## src/rtl/seq_madd_ctrl_pkg.sv

```systemverilog
// Shared types and defaults for the sequential multi-operand adder.
// State encoding plus the default operand width and operand count.
package madd_pkg;

  typedef enum logic [1:0] {
    IDLE  = 2'd0,
    ACCUM = 2'd1,
    DONE  = 2'd2
  } state_t;

  localparam int DEF_WIDTH = 8;
  localparam int DEF_NOPS  = 8;

endpackage

```

## src/rtl/seq_madd_ctrl_if.sv

```systemverilog
// Operand-in / sum-out handshake bundle; out_ovf exists only with MADD_OVF_EN.
// slave = the accumulator, master = the producer/consumer around it.
interface seq_madd_ctrl_if #(
  parameter int WIDTH = madd_pkg::DEF_WIDTH
) ();

  logic             in_valid;
  logic             in_ready;
  logic [WIDTH-1:0] in_data;
  logic             out_valid;
  logic             out_ready;
  logic [WIDTH-1:0] out_sum;
`ifdef MADD_OVF_EN
  logic             out_ovf;
`endif

  modport slave (
    input  in_valid, in_data, out_ready,
    output in_ready, out_valid, out_sum
`ifdef MADD_OVF_EN
    , output out_ovf
`endif
  );

  modport master (
    output in_valid, in_data, out_ready,
    input  in_ready, out_valid, out_sum
`ifdef MADD_OVF_EN
    , input out_ovf
`endif
  );

endinterface

```

## src/rtl/seq_madd_ctrl_add.sv

```systemverilog
// WIDTH-bit ripple-carry adder, carry-in fixed at 0; purely combinational.
// Carry-out is exposed so the controller can track overflow.
module madd_add #(
  parameter int WIDTH = madd_pkg::DEF_WIDTH
) (
  input  logic [WIDTH-1:0] a,
  input  logic [WIDTH-1:0] b,
  output logic [WIDTH-1:0] sum,
  output logic             cout
);

  logic [WIDTH:0] carry;

  assign carry[0] = 1'b0;

  for (genvar i = 0; i < WIDTH; i++) begin : g_bit
    assign sum[i]     = a[i] ^ b[i] ^ carry[i];
    assign carry[i+1] = (a[i] & b[i]) | (carry[i] & (a[i] ^ b[i]));
  end

  assign cout = carry[WIDTH];

endmodule

```

## src/rtl/seq_madd_ctrl.sv

```systemverilog
// Sums NOPS operands in arrival order; result valid the cycle after the last accept.
// in_ready drops while a result waits for out_ready; MADD_OVF_EN adds out_ovf.
module seq_madd_ctrl
  import madd_pkg::*;
#(
  parameter int WIDTH = DEF_WIDTH,
  parameter int NOPS  = DEF_NOPS
) (
  input  logic              clk,
  input  logic              rst,
  seq_madd_ctrl_if.slave    bus,
  output logic              busy
);

  localparam logic [7:0] LAST_CNT = 8'(NOPS - 1);

  state_t           state;
  logic [WIDTH-1:0] acc;
  logic [7:0]       cnt;
  logic             in_ready_q;
  logic             out_valid_q;
  logic             busy_q;
  logic [WIDTH-1:0] add_sum;
  logic             add_cout;
  logic             accept;

  madd_add #(.WIDTH(WIDTH)) u_add (
    .a    (acc),
    .b    (bus.in_data),
    .sum  (add_sum),
    .cout (add_cout)
  );

  assign accept = bus.in_valid & in_ready_q;

  always_ff @(posedge clk) begin
    if (rst) begin
      state       <= IDLE;
      acc         <= '0;
      cnt         <= '0;
      in_ready_q  <= 1'b1;
      out_valid_q <= 1'b0;
      busy_q      <= 1'b0;
    end else begin
      case (state)
        IDLE: begin
          if (accept) begin
            acc    <= bus.in_data;
            busy_q <= 1'b1;
            if (NOPS == 1) begin
              // cnt stays 0 so it never exceeds NOPS-1
              cnt         <= '0;
              state       <= DONE;
              in_ready_q  <= 1'b0;
              out_valid_q <= 1'b1;
            end else begin
              cnt   <= 8'd1;
              state <= ACCUM;
            end
          end
        end
        ACCUM: begin
          if (accept) begin
            acc <= add_sum;
            if (cnt == LAST_CNT) begin
              cnt         <= '0;
              state       <= DONE;
              in_ready_q  <= 1'b0;
              out_valid_q <= 1'b1;
            end else begin
              cnt <= cnt + 8'd1;
            end
          end
        end
        DONE: begin
          if (bus.out_ready) begin
            state       <= IDLE;
            in_ready_q  <= 1'b1;
            out_valid_q <= 1'b0;
            busy_q      <= 1'b0;
          end
        end
        default: begin
          state       <= IDLE;
          in_ready_q  <= 1'b1;
          out_valid_q <= 1'b0;
          busy_q      <= 1'b0;
        end
      endcase
    end
  end

`ifdef MADD_OVF_EN
  logic ovf_q;

  // Sticky across the set; the first operand is a load, not an addition.
  always_ff @(posedge clk) begin
    if (rst) begin
      ovf_q <= 1'b0;
    end else if (accept && state == IDLE) begin
      ovf_q <= 1'b0;
    end else if (accept && state == ACCUM) begin
      ovf_q <= ovf_q | add_cout;
    end
  end

  assign bus.out_ovf = ovf_q;
`else
  logic unused_cout;
  assign unused_cout = add_cout;
`endif

  assign bus.in_ready  = in_ready_q;
  assign bus.out_valid = out_valid_q;
  assign bus.out_sum   = acc;
  assign busy          = busy_q;

endmodule

```

## src/flat_wrapper.sv

```systemverilog
// flat-port wrapper written by rule: the top's interface ports become plain ports
module seq_madd_ctrl_flat import madd_pkg::*;
#(
  parameter int WIDTH = DEF_WIDTH,
  parameter int NOPS  = DEF_NOPS
)
  (clk, rst, busy, bus_in_valid, bus_in_data, bus_out_ready, bus_in_ready, bus_out_valid, bus_out_sum);
  seq_madd_ctrl_if #(.WIDTH(WIDTH)) bus_i ();
  input  logic clk;
  input  logic rst;
  output logic busy;
  input wire logic [$bits(bus_i.in_valid)-1:0] bus_in_valid;
  input wire logic [$bits(bus_i.in_data)-1:0] bus_in_data;
  input wire logic [$bits(bus_i.out_ready)-1:0] bus_out_ready;
  output wire logic [$bits(bus_i.in_ready)-1:0] bus_in_ready;
  output wire logic [$bits(bus_i.out_valid)-1:0] bus_out_valid;
  output wire logic [$bits(bus_i.out_sum)-1:0] bus_out_sum;
  assign bus_i.in_valid = bus_in_valid;
  assign bus_i.in_data = bus_in_data;
  assign bus_i.out_ready = bus_out_ready;
  assign bus_in_ready = bus_i.in_ready;
  assign bus_out_valid = bus_i.out_valid;
  assign bus_out_sum = bus_i.out_sum;
  seq_madd_ctrl #(.WIDTH(WIDTH), .NOPS(NOPS)) u_core (.clk(clk), .rst(rst), .bus(bus_i), .busy(busy));
endmodule
```

## config.mk

```make
export PLATFORM = sky130hd
export DESIGN_NAME = seq_madd_ctrl_flat
export DESIGN_NICKNAME = d
export VERILOG_FILES = /design/src/rtl/seq_madd_ctrl_pkg.sv /design/src/rtl/seq_madd_ctrl_if.sv /design/src/rtl/seq_madd_ctrl_add.sv /design/src/rtl/seq_madd_ctrl.sv /design/src/flat_wrapper.sv
export SDC_FILE = /design/constraint.sdc
export NUM_CORES = 1
export LEC_CHECK = 0
export ABC_CLOCK_PERIOD_IN_PS = 8550
export CAP_MARGIN = 5
export CORE_ASPECT_RATIO = 1.5
export CORE_MARGIN = 2
export CORE_UTILIZATION = 50
export CTS_CLUSTER_DIAMETER = 200
export DETAILED_ROUTE_END_ITERATION = 8
export PLACE_DENSITY = 0.87
export SETUP_SLACK_MARGIN = 0.15
export SYNTH_ARGS = -nofsm -noshare
export SYNTH_HDL_FRONTEND = slang
export SYNTH_SLANG_ARGS = --single-unit
```

## constraint.sdc

```tcl
create_clock -name clk -period 8.55 [get_ports clk]
set_clock_uncertainty 0.05 [all_clocks]
set_input_delay 1.2825 -clock clk [delete_from_list [all_inputs] [get_ports clk]]
set_output_delay 1.2825 -clock clk [all_outputs]
set_load 0.005 [all_outputs]
```

# --- Word-level counts from Yosys, hierarchy flattened ---
# Index checks and enable logic that the tools add are counted.
op_classes:
  n_bitwise: 37
  n_eq_ne: 7
  n_addsub: 1
  reduce_logical: 6
  n_mux: 22
op_table:
  columns: ["cell", "n"]
  rows:
  - ["$mux 8", 5]
  - ["$pmux 8 s2", 2]
  - ["$xor 1x1->1", 15]
  - ["$and 1x1->1", 14]
  - ["$pmux 1 s3", 3]
  - ["$add 8x1->8 const B", 1]
  - ["$eq 8x3->1 const B", 1]
  - ["$mux 2", 4]
  - ["$reduce_and 4->1", 2]
  - ["$mux 1", 7]
  - ["$ne 2x1->1 const B", 3]
  - ["$or 1x1->1", 6]
  - ["$pmux 2 s3", 1]
  - ["$reduce_and 3->1", 2]
  - ["$eq 2x1->1 const B", 1]
  - ["$eq 2x2->1 const B", 1]
  - ["$logic_not 2->1", 1]
  - ["$ne 2x2->1 const B", 1]
  - ["$not 1->1", 2]
  - ["$reduce_bool 2->1", 1]
word_totals:
  elab_cells: 79
  input_bits: 12
  ff_bits: 21
  out_inout_bits: 11

# --- Longest topological paths before layout ---
depth:
  ltp_word: 16
  ltp_mapped: 13
  mapped_depth_nobuf: 13

# --- Hierarchy ---
# From an unflattened synthesis, not the netlist that was laid out.
hier_totals:
  hier_cells: 126
  hier_area_um2: 1182.4
modules_own_cells:
  columns: ["module", "area_each_um2", "cells_per_inst", "n_inst", "seq_area_each_um2"]
  rows:
  - ["seq_madd_ctrl", 992.2, 108, 1, 420.4]
  - ["madd_add", 190.2, 18, 1, 0.0]

# --- Least setup slack after synthesis ---
# No wires, ideal clock.
synth_path:
  path_kind: "in2reg"
  startpoint: "input bus_in_data[0]"
  endpoint: "register u_core.acc[7] (netlist: u_core.bus.out_sum[7])"
  path_stages: 12
  setup_slack_ns: 4.427
  n_path_buf: 0
  t_required_ns: 8.368
  setup_ns: 0.132
  arrival_ns: 3.941
  cell_sequence: "ha_1 -> fa_1 -> fa_1 -> fa_1 -> inv_1 -> fa_1 -> inv_1 -> fa_1 -> fa_1 -> nor4b_1 -> o21ai_0 -> a21oi_1"
synth_between:
  elab_chain_len: 16
synth_rtl:
  columns: ["element", "line", "source"]
  rows:
  - ["start: declaration", "flat_wrapper.sv:13", "input wire logic [$bits(bus_i.in_data)-1:0] bus_in_data;"]
  - ["$and 1x1->1 (2 in series)", "seq_madd_ctrl_add.sv:18", "assign carry[i+1] = (a[i] & b[i]) | (carry[i] & (a[i] ^ b[i]));"]
  - ["$or 1x1->1", "seq_madd_ctrl_add.sv:18", null]
  - ["$and 1x1->1", "seq_madd_ctrl_add.sv:18", null]
  - ["$or 1x1->1", "seq_madd_ctrl_add.sv:18", null]
  - ["$and 1x1->1", "seq_madd_ctrl_add.sv:18", null]
  - ["$or 1x1->1", "seq_madd_ctrl_add.sv:18", null]
  - ["$and 1x1->1", "seq_madd_ctrl_add.sv:18", null]
  - ["$or 1x1->1", "seq_madd_ctrl_add.sv:18", null]
  - ["$and 1x1->1", "seq_madd_ctrl_add.sv:18", null]
  - ["$or 1x1->1", "seq_madd_ctrl_add.sv:18", null]
  - ["$and 1x1->1", "seq_madd_ctrl_add.sv:18", null]
  - ["$or 1x1->1", "seq_madd_ctrl_add.sv:18", null]
  - ["$xor 1x1->1", "seq_madd_ctrl_add.sv:17", "assign sum[i] = a[i] ^ b[i] ^ carry[i];"]
  - ["$mux 8", "seq_madd_ctrl.sv:63", "if (accept) begin"]
  - ["$pmux 8 s2", "seq_madd_ctrl.sv:45", "case (state)"]
  - ["end signal: assignment", "seq_madd_ctrl.sv:48", "acc <= bus.in_data;"]
  - ["end signal: assignment", "seq_madd_ctrl.sv:64", "acc <= add_sum;"]
  - ["end: declaration", "seq_madd_ctrl.sv:18", "logic [WIDTH-1:0] acc;"]
# Every way passes these cells. The select of a mux whose other input is x is not followed.
# A chain may end at the register's enable or synchronous reset.

# --- Worst setup path after layout ---
# Same ends and word-level chain as after synthesis.

==> metrics.md <==
| Metric | Value |
|---|---|
| Status | finished clean |
| Worst setup path start | bus_in_data[0] |
| Slew headroom | 52.9% |
| Total Routed Length | 2570 um |
| Global Route Usage Sum | 19.7% |
| Leak Pwr | 0.497 nW |
| FMAX | 0.226 GHz |
| Area contributors post-synth | dfxtp_1 (36%), fa_1 (10%), nand2_1 (7.1%) |
| Total core area | 2230 um2 |
| Multi-input logic area | 692 um2 |
| Initial antenna violation count | 0 |
| Register-to-register setup slack | 5.18 ns |
| Vias | 1092 |
| # Post-CTS Setup Buffers | 0 |
| CTS Root Cell | clkbuf_4 |
| Avg WL per Cell | 14.5 um |
| CTS buffer count | 3 |
| Setup tns final | 0 ns |
| CTS Buffer Depth | 2 |
| Hold_sp | u_core.bus.out_valid |
| MaxCap Viol Count | 0 |
| Cts hold-fix bufs | 0 |
| Comb power frac | 19.7% |
| Synth Flop Type | dfxtp_1 |
| Layout cells sized above 1 | 5.19% |
| Net Sw Frac | 27.9% |
| Detailed router's first-iteration violation count | 40 |
| Reg power frac | 54.7% |
| Ys Warns | 0 |
| Critical Path Start Type | input port |
| Top-Level Pins | 23 |
| Critical path class | input port to register |
| Post_cts resized | 0 |
| Most common cell in the synthesized netlist | nand2_1 |
| Worst-skew pair later-pin latency | 0.32 ns |
| Pin count of the biggest net entering global routing | 20 |
| FF/Latch Area | 420 um2 |
| Synth-to-layout area growth | 20.9% |
| Power Internal | 0.000141 W |
| Cell taking the most area after synthesis | dfxtp_1 |
| Hold_ws | 0.431 ns |
| First-pass GRT wire length | 4170 um |
| Layout net count | 175 |
| Clock share of power | 25.6% |
| Number of synthesized flops with an enable pin | 0 |
| CTS tree | done |
| Mean Syn Cell Area | 8.57 um2 |
| Die Wd | 43.4 um |
| Die H | 63.1 um |
| Critical path peak fanout | 4 |
| Reg2Reg Capture Point | u_core.bus.out_sum[7] |
| Post-route ant nets | 0 |
| Hold Violations, Final | 0 |
| Power Dens Cells | 138 nW/um2 |
| VDD IR max | 115 uV |
| HP Class | register to register |
| Port Buffers | 22 |
| # rows | 21 |
| Fillers | 198 |
| Max-slew violations | 0 |
| Mapped cell area | 1170 um2 |
| Post-synth top cells | nand2_1 (22), dfxtp_1 (21), a21oi_1 (15) |
| Critical Path Sink | u_core.bus.out_sum[7] |
| Max incr delay on CP | 0.43 ns |
| Syn_nets | 156 |
| Worst reg2reg startpoint | u_core.bus.out_sum[0] |
| Synth Instances | 136 |
| Worst reg-to-reg path cell count | 12 |
| Crit path time final | 4.42 ns |
| Crit path top cell by count | fa_1 |
| Die Footprint | 2740 um2 |
| CP required | 8.69 ns |
| Critical path's slowest cell | clkdlybuf4s50_1 |
| Vias in the first global route | 1018 |
| RSZ-0062 raised after global routing | no |
| Top cell type's share of synthesized area | 36.1% |
| Total Power | 0.000195 W |
| # setup viols final | 0 |
| Grt total ovfl | 0 |
| Net Switching | 0.0000544 W |
| Crit path capture type | register |
| Final period utilization | 51.7% |
| Async S/R FF share, synth | 0% |
| Synthesis-stage register bit count | 21 |
| Clk sinks | 21 |
| DRC violations left | 0 |
| Drt first pass iters | 4 |
| WP data arrival | 4.55 ns |
| Seq/Total Area, Yosys | 36.1% |
| Worst Tran Pin Value | 0.705 ns |
| Crit-path cells | clkdlybuf4s50_1 -> ha_1 -> fa_1 -> fa_1 -> fa_1 -> inv_1 -> fa_1 -> inv_1 -> fa_1 -> fa_1 -> nor4b_1 -> o21ai_0 -> a21oi_1 |
| Placed wire-length estimate | 1930 um |
| Worst-path clk slew | 0.12 ns |
| Synth cell types | 34 |
| H-Tree Level Count | 1 |
| GPL Wtd Cong | 0.804 |
| # diodes | 0 |
| Starting density of the core | 52.2% |
| Vias per cell | 6.17 |
==> power groups by stage <==
| stage | clock [W] | combinational, W | sequential (W) |
|---|---|---|---|
| 6_report | 0.0000499 | 0.0000383 | 0.000107 |
| 5_1_grt | 0.0000518 | 0.0000428 | 0.000107 |
| 4_1_cts | 0.0000503 | 0.0000387 | 0.000107 |
| 3_5_place_dp | 0 | 0.0000384 | 0.000109 |
| 3_3_place_gp | 0 | 0.0000366 | 0.000109 |
| 2_1_floorplan | 0 | 0.0000210 | 0.000108 |
==> layer usage <==
metal	vias up	GRT usage, %	routed length (um)
li1	528	-	-
met1	534	22.5	1060
met2	23	33.8	1360
met3	7	2.01	72
met4	0	11.7	80
met5	-	0	0
==> stage by stage <==
stage	utilization, %	cells	setup slack (ns)	area, um2
after floorplan	-	136	4.43	1170
after global placement	62.0	173	3.88	1380
after detailed placement	62.0	173	3.77	1380
after CTS	63.1	177	4.12	1410
after global routing	63.1	177	3.97	1410
final	63.1	177	4.13	1410
==> cells in the final DEF, fill, tap and decap left out, types with 2 or more instances in the layout <==
master,n
or2_2,2
nor2_1,8
dfxtp_1,21
o21a_1,2
o221ai_1,6
o21ai_0,6
fa_1,6
ha_1,2
nand4b_1,2
a31oi_1,3
a21oi_1,15
inv_1,6
clkdlybuf4s50_1,22
nand2_1,22
nor3_1,3
clkbuf_4,3
o311ai_1,2
nand3_1,5
nand4_1,2
==> worst max-delay path, delay by kind of cell <==
| kind | cells | cell delay (ns) |
|---|---|---|
| adder cells (fa/ha/maj) | 7 | 2.33 |
| buffers and inverters | 3 | 0.55 |
| AO/OA/AOI/OAI | 2 | 0.23 |
| AND/OR/NAND/NOR | 1 | 0.16 |
==> state kept, by name, indices dropped and copies added, names as in the netlist <==
signal	flops
u_core.bus.out_sum	8
u_core.cnt	8
u_core.state	2
u_core.bus.in_ready	1
u_core.bus.out_valid	1
u_core.busy	1
==> area by class of cell <==
| type | count | area share [%] |
|---|---|---|
| Clock buffer | 4 | 1.86 |
| Sequential cell | 21 | 29.8 |
| Tap cell | 23 | 2.04 |
| Inverter | 6 | 1.60 |
| Timing Repair Buffer | 22 | 15.6 |
| Multi-Input combinational cell | 101 | 49.1 |
==> logic make-up (layout without fill, tap and decap cells) <==
family | Yosys count | count (layout) | share of synthesized area (%)
flops | 21 | 21 | 36.1
fa+ha+maj | 8 | 8 | 12.4
buf+inv | 14 | 32 | 4.61
compound gates | 40 | 40 | 22.7
simple gates | 53 | 53 | 24.1
==> how the worst min path moves through the flow <==
stage	to	slack, ns	cells after the start
after floorplan	u_core.cnt[1]	0.40	2
after global placement	u_core.bus.out_valid	0.40	1
after detailed placement	u_core.bus.out_valid	0.41	1
after CTS	u_core.bus.out_valid	0.44	1
after global routing	u_core.bus.out_valid	0.46	1
final	u_core.bus.out_valid	0.43	1
Power figures use the tool's default switching activity.
